--- config.mk ---
export PLATFORM = sky130hd
export DESIGN_NAME = uart_rx_fsm
export DESIGN_NICKNAME = d
export VERILOG_FILES = /design/src/rtl/uart_rx_fsm.sv
export SDC_FILE = /design/constraint.sdc
export NUM_CORES = 1
export LEC_CHECK = 0
export ABC_AREA = 1
export BUFFER_PORTS_ARGS = -buffer_cell sky130_fd_sc_hd__buf_4
export CAP_MARGIN = 20
export CORE_MARGIN = 2
export CORE_UTILIZATION = 45
export CTS_BUF_LIST = sky130_fd_sc_hd__clkbuf_4
export DETAILED_ROUTE_END_ITERATION = 10
export GPL_ROUTABILITY_DRIVEN = 0
export PLACE_DENSITY = 0.81
export SETUP_SLACK_MARGIN = 0.02
export SKIP_CTS_REPAIR_TIMING = 1
export SLEW_MARGIN = 20
export SYNTH_ARGS = -nofsm -noshare
export SYNTH_HDL_FRONTEND = slang
export SYNTH_SLANG_ARGS = --single-unit
--- constraint.sdc ---
create_clock -name CLK -period 3.4 [get_ports CLK]
set_clock_uncertainty 0.2 [all_clocks]
set_input_delay 0.51 -clock CLK [delete_from_list [all_inputs] [get_ports CLK]]
set_output_delay 0.51 -clock CLK [all_outputs]
set_load 0.01 [all_outputs]
--- src/rtl/uart_rx_fsm.sv ---
// UART receive frame sequencer. It drives the bit counter and the checker strobes, then emits registered data_valid and error pulses the cycle after DONE.
// Optional macro UART_RX_BREAK_DET_EN adds break detection: all data bits are 0 and a stop error is seen.
module uart_rx_fsm #(
  parameter int DATA_WIDTH = 8,
  parameter int CNT_W      = 6
) (
  input  logic             CLK,
  input  logic             RST,
  input  logic             RX_IN,
  input  logic             PAR_EN,
  input  logic [CNT_W-1:0] Prescale,
  input  logic [CNT_W-1:0] edge_cnt,
  input  logic [CNT_W-1:0] bit_cnt,
  input  logic             strt_glitch,
  input  logic             par_err,
  input  logic             stp_err,
  output logic             cnt_enable,
  output logic             dat_samp_en,
  output logic             deser_en,
  output logic             strt_chk_en,
  output logic             par_chk_en,
  output logic             stp_chk_en,
  output logic             data_valid,
  output logic             parity_err,
  output logic             frame_err,
  output logic             break_det
);

  typedef enum logic [2:0] {
    IDLE   = 3'd0,
    START  = 3'd1,
    DATA   = 3'd2,
    PARITY = 3'd3,
    STOP   = 3'd4,
    DONE   = 3'd5
  } state_e;

  localparam logic [CNT_W-1:0] LAST_BIT = CNT_W'(DATA_WIDTH);

  state_e state, next_state;
  logic   bit_end;
  logic   par_en_q;
  logic   par_err_q;
  logic   stp_err_q;
  logic   brk_hit;

  assign bit_end = (edge_cnt == (Prescale - CNT_W'(1)));

  always_ff @(posedge CLK or negedge RST) begin
    if (!RST) state <= IDLE;
    else      state <= next_state;
  end

  always_comb begin
    next_state = state;
    case (state)
      IDLE:    if (!RX_IN) next_state = START;
      START:   if (bit_end) next_state = strt_glitch ? IDLE : DATA;
      DATA:    if (bit_end && (bit_cnt == LAST_BIT)) next_state = par_en_q ? PARITY : STOP;
      PARITY:  if (bit_end) next_state = STOP;
      STOP:    if (bit_end) next_state = DONE;
      DONE:    next_state = RX_IN ? IDLE : START;
      default: next_state = IDLE;
    endcase
  end

  always_comb begin
    cnt_enable  = 1'b0;
    dat_samp_en = 1'b0;
    deser_en    = 1'b0;
    strt_chk_en = 1'b0;
    par_chk_en  = 1'b0;
    stp_chk_en  = 1'b0;
    case (state)
      START: begin
        cnt_enable  = 1'b1;
        dat_samp_en = 1'b1;
        strt_chk_en = bit_end;
      end
      DATA: begin
        cnt_enable  = 1'b1;
        dat_samp_en = 1'b1;
        deser_en    = bit_end;
      end
      PARITY: begin
        cnt_enable  = 1'b1;
        dat_samp_en = 1'b1;
        par_chk_en  = bit_end;
      end
      STOP: begin
        cnt_enable  = 1'b1;
        dat_samp_en = 1'b1;
        stp_chk_en  = bit_end;
      end
      default: ;
    endcase
  end

  // Frame context is re-armed in DONE as well, so a back-to-back frame starts clean.
  always_ff @(posedge CLK or negedge RST) begin
    if (!RST) begin
      par_en_q  <= 1'b0;
      par_err_q <= 1'b0;
      stp_err_q <= 1'b0;
    end else if (state == IDLE || state == DONE) begin
      par_en_q  <= PAR_EN;
      par_err_q <= 1'b0;
      stp_err_q <= 1'b0;
    end else begin
      if (par_chk_en) par_err_q <= par_err;
      if (stp_chk_en) stp_err_q <= stp_err;
    end
  end

`ifdef UART_RX_BREAK_DET_EN
  logic all_zero_q;

  always_ff @(posedge CLK or negedge RST) begin
    if (!RST)                                all_zero_q <= 1'b1;
    else if (state == IDLE || state == DONE) all_zero_q <= 1'b1;
    else if (deser_en && RX_IN)              all_zero_q <= 1'b0;
  end

  assign brk_hit = all_zero_q && stp_err_q;

  always_ff @(posedge CLK or negedge RST) begin
    if (!RST) break_det <= 1'b0;
    else      break_det <= (state == DONE) && brk_hit;
  end
`else
  assign brk_hit   = 1'b0;
  assign break_det = 1'b0;
`endif

  always_ff @(posedge CLK or negedge RST) begin
    if (!RST) begin
      data_valid <= 1'b0;
      parity_err <= 1'b0;
      frame_err  <= 1'b0;
    end else begin
      data_valid <= (state == DONE) && !par_err_q && !stp_err_q;
      parity_err <= (state == DONE) && par_err_q;
      frame_err  <= (state == DONE) && stp_err_q && !brk_hit;
    end
  end

endmodule
==> flow_summary.toml <==
[synth]
synth_xor_xnor_area_share_pct = 1.04
synth.distinct_cells = 24
synth_flop_cell = "dfrtp_1"
async_flop_share_pct = 100
ys_seq_area_share_pct = 26.8
ys_ff_latch = 9
postSynthAreaPerCell_sq_um = 6.41
syn_nets = 157
muxShareOfSynthArea_pct = 0
syn_area_sq_um = 840
synth_edf_count = 0
yosysWarningCount = 0
syn_inst = 131
synth-compound-area-share_pct = 7.00
synthSimpleGateAreaFrac_pct = 48.9
synth_top_family_by_area = "simple AND/OR/NAND/NOR gates"
synth_adder_area_share_pct = 1.49

[die]
rows = 15
dieWidth_um = 47.2
die_h_um = 47.2
start_util_pct = 48.1
core_sq_um = 1750
boundaryPins = 35
dieArea_sq_um = 2230

[worst_setup_path]
worstReg2RegStart = "state[1]$_DFFE_PN0P_"
slowest_delay_ps = 300
end_kind = "output pin"
cp.required_ps = 2690
rr_worst_depth = 8
cp_cell_sequence = "buf_4, inv_2, ha_1, nand2_1, inv_1, nor2_1, nand2_1, inv_1, nand3b_1, nor2_4, nand2_1, inv_1, buf_4"
r2r-end = "state[0]$_DFFE_PN0P_"
cp.arrival_ps = 1820
cp_slowest_cell = "ha_1"
cp-start-kind = "input pin"
crit_fanout = 4
r2r_slack_ps = 1800
worstSetupPathType = "input pin to output pin"

[pwr]
power_density_nw_per_um2 = 522
ir_worst_vdd_mv = 0.218
leakage_nw = 0.651

[global_route]
grt_pass1_vias = 815
grt-ovfl-total = 0
antenna_found_initial = 0
grt_pass1_wl_um = 3220
grt_max_degree = 10
grtUsageTotal_pct = 20.3

[worst_hold_path]
hold_path_class = "input pin to flop"
hold-path-endpoint = "par_en_q$_DFFE_PN0P_"
holdPathStages = 3
min_from = "PAR_EN"

[routing]
vias = 905
routedWlPerCell_um = 10.2
route.detailed.drc = 0
first_iter_violations = 22
via_per_inst = 4.71
drt_wl_total_um = 1950
firstDrtPassIters = 4
antenna_left = 0

[placement]
io_buffers = 33
post_dp_cell_area_sq_um = 1100
pre_cts_slack_ps = 884
dpl.hpwl_um = 1620

[cells_and_area]
n_antenna_cell = 0
nFillCells = 164
fin_util_pct = 65.5
area_delta_synth_final_pct = 36.2
drive_gt1_share_pct = 38.3
final_nets = 194
postLayoutCellArea_sq_um = 1140

[clock_tree]
htree_num_levels = 1
cts.sink_count = 9
cts_tree = "built"
cts.reportedPaths.clkPinSlew_ps = 60
numCtsBuffers = 3
insertion_delay_ps = 260
cts_root_buf = "clkbuf_4"
cts_buffer_depth = 2

[timing]
maxSlewViolCount = 0
setup_slack_ps = 869
setup_tns_ps = 0
finalCritPeriodShare_pct = 74.4
rsz0062_at_grt = "false"
hold_violations = 0
holdWs_ps = 261
max_freq_ghz = 0.395
setup_viol = 0
final.min_clock_period_ps = 2530

[status]
status = "complete, no violations"

[flow_run]
maxCapViolCount = 0
[synthesized netlist by cell type, types with 3 or more instances]
master   instances  share of area (%)
dfrtp_1          9                 27
inv_2            7                3.1
nand3_2          4                4.8
nand2_1         41                 18
nand2_2          6                4.5
nor3_1           3                1.8
nor2_1           9                4.0
nand4_1          3                2.2
nand3_1          8                4.8
inv_1           21                9.4
nor2_2           3                2.2
[through the flow]
stage,std cells,total power [mW]
final,192,0.597
after global routing,192,0.646
after CTS,191,0.598
after detailed placement,187,0.502
after global placement,187,0.488
after floorplan,131,0.410
[placed cells by master (no fill, tap or decap)]
master and instances:
a21oi_2 2, dlygate4sd3_1 1, nor3_2 1, nand4_2 1, nor2_4 2, inv_2 7
nor3_1 3, o21ai_0 1, nand4_1 3, nand3b_1 1, nor2_1 9, xnor2_1 1
buf_4 33, nand2_1 41, a32oi_2 1, nand2_2 6, conb_1 1, o21ai_1 1
dfrtp_1 9, inv_1 21, clkbuf_4 4, nor2_2 3, o211ai_1 2, nand3_1 8
nand3_2 4, ha_1 1
[sequential cells by signal (all words and copies together), names as in the netlist]
signal / flops
par_en_q: 1
stp_err_q: 1
data_valid: 1
parity_err: 1
frame_err: 1
par_err_q: 1
state: 3
[worst max-delay path by stage]
stage	start	end	slack, ps	cells past startpoint
floorplan	Prescale[0]	par_chk_en	1200	11
global placement	Prescale[0]	par_chk_en	940	13
detailed placement	Prescale[0]	par_chk_en	880	13
CTS	Prescale[0]	par_chk_en	860	13
global route	Prescale[0]	par_chk_en	740	13
finish	Prescale[0]	par_chk_en	870	13
[power breakdown]
part / internal, mW / switching, mW
Combinational: 0.138 / 0.212
Sequential: 0.132 / 0.0255
Clock: 0.0531 / 0.0372
Total: 0.323 / 0.275
[logic make-up (layout without fill, tap and decap cells)]
kind of cell | after synthesis | in the layout
simple gates | 82 | 82
buf+inv | 30 | 66
flops | 9 | 9
compound gates | 7 | 7
fa+ha+maj | 1 | 1
other cells | 1 | 1
xor+xnor | 1 | 1
[cell type report]
| class | instances | area, sq um | share of cell area, % |
|---|---|---|---|
| Multi-Input combinational cell | 92 | 494 | 43.2 |
| Timing Repair Buffer | 34 | 258 | 22.5 |
| Sequential cell | 9 | 225 | 19.7 |
| Inverter | 28 | 105 | 9.19 |
| Tap cell | 25 | 31.3 | 2.74 |
| Clock buffer | 4 | 30.0 | 2.63 |
[worst max-delay path, delay by kind of cell]
kind | cells | cell delay [ps]
adders and majority gates | 1 | 300
buffers and inverters | 6 | 440
and+or+nand+nor | 6 | 570
[layer usage]
layer | global-route usage (%) | wire length (um)
met5 | 0 | 0
met4 | 6.67 | 13
met3 | 4.23 | 84
met2 | 40.5 | 1140
met1 | 20.5 | 717
Power figures use the tool's default switching activity.
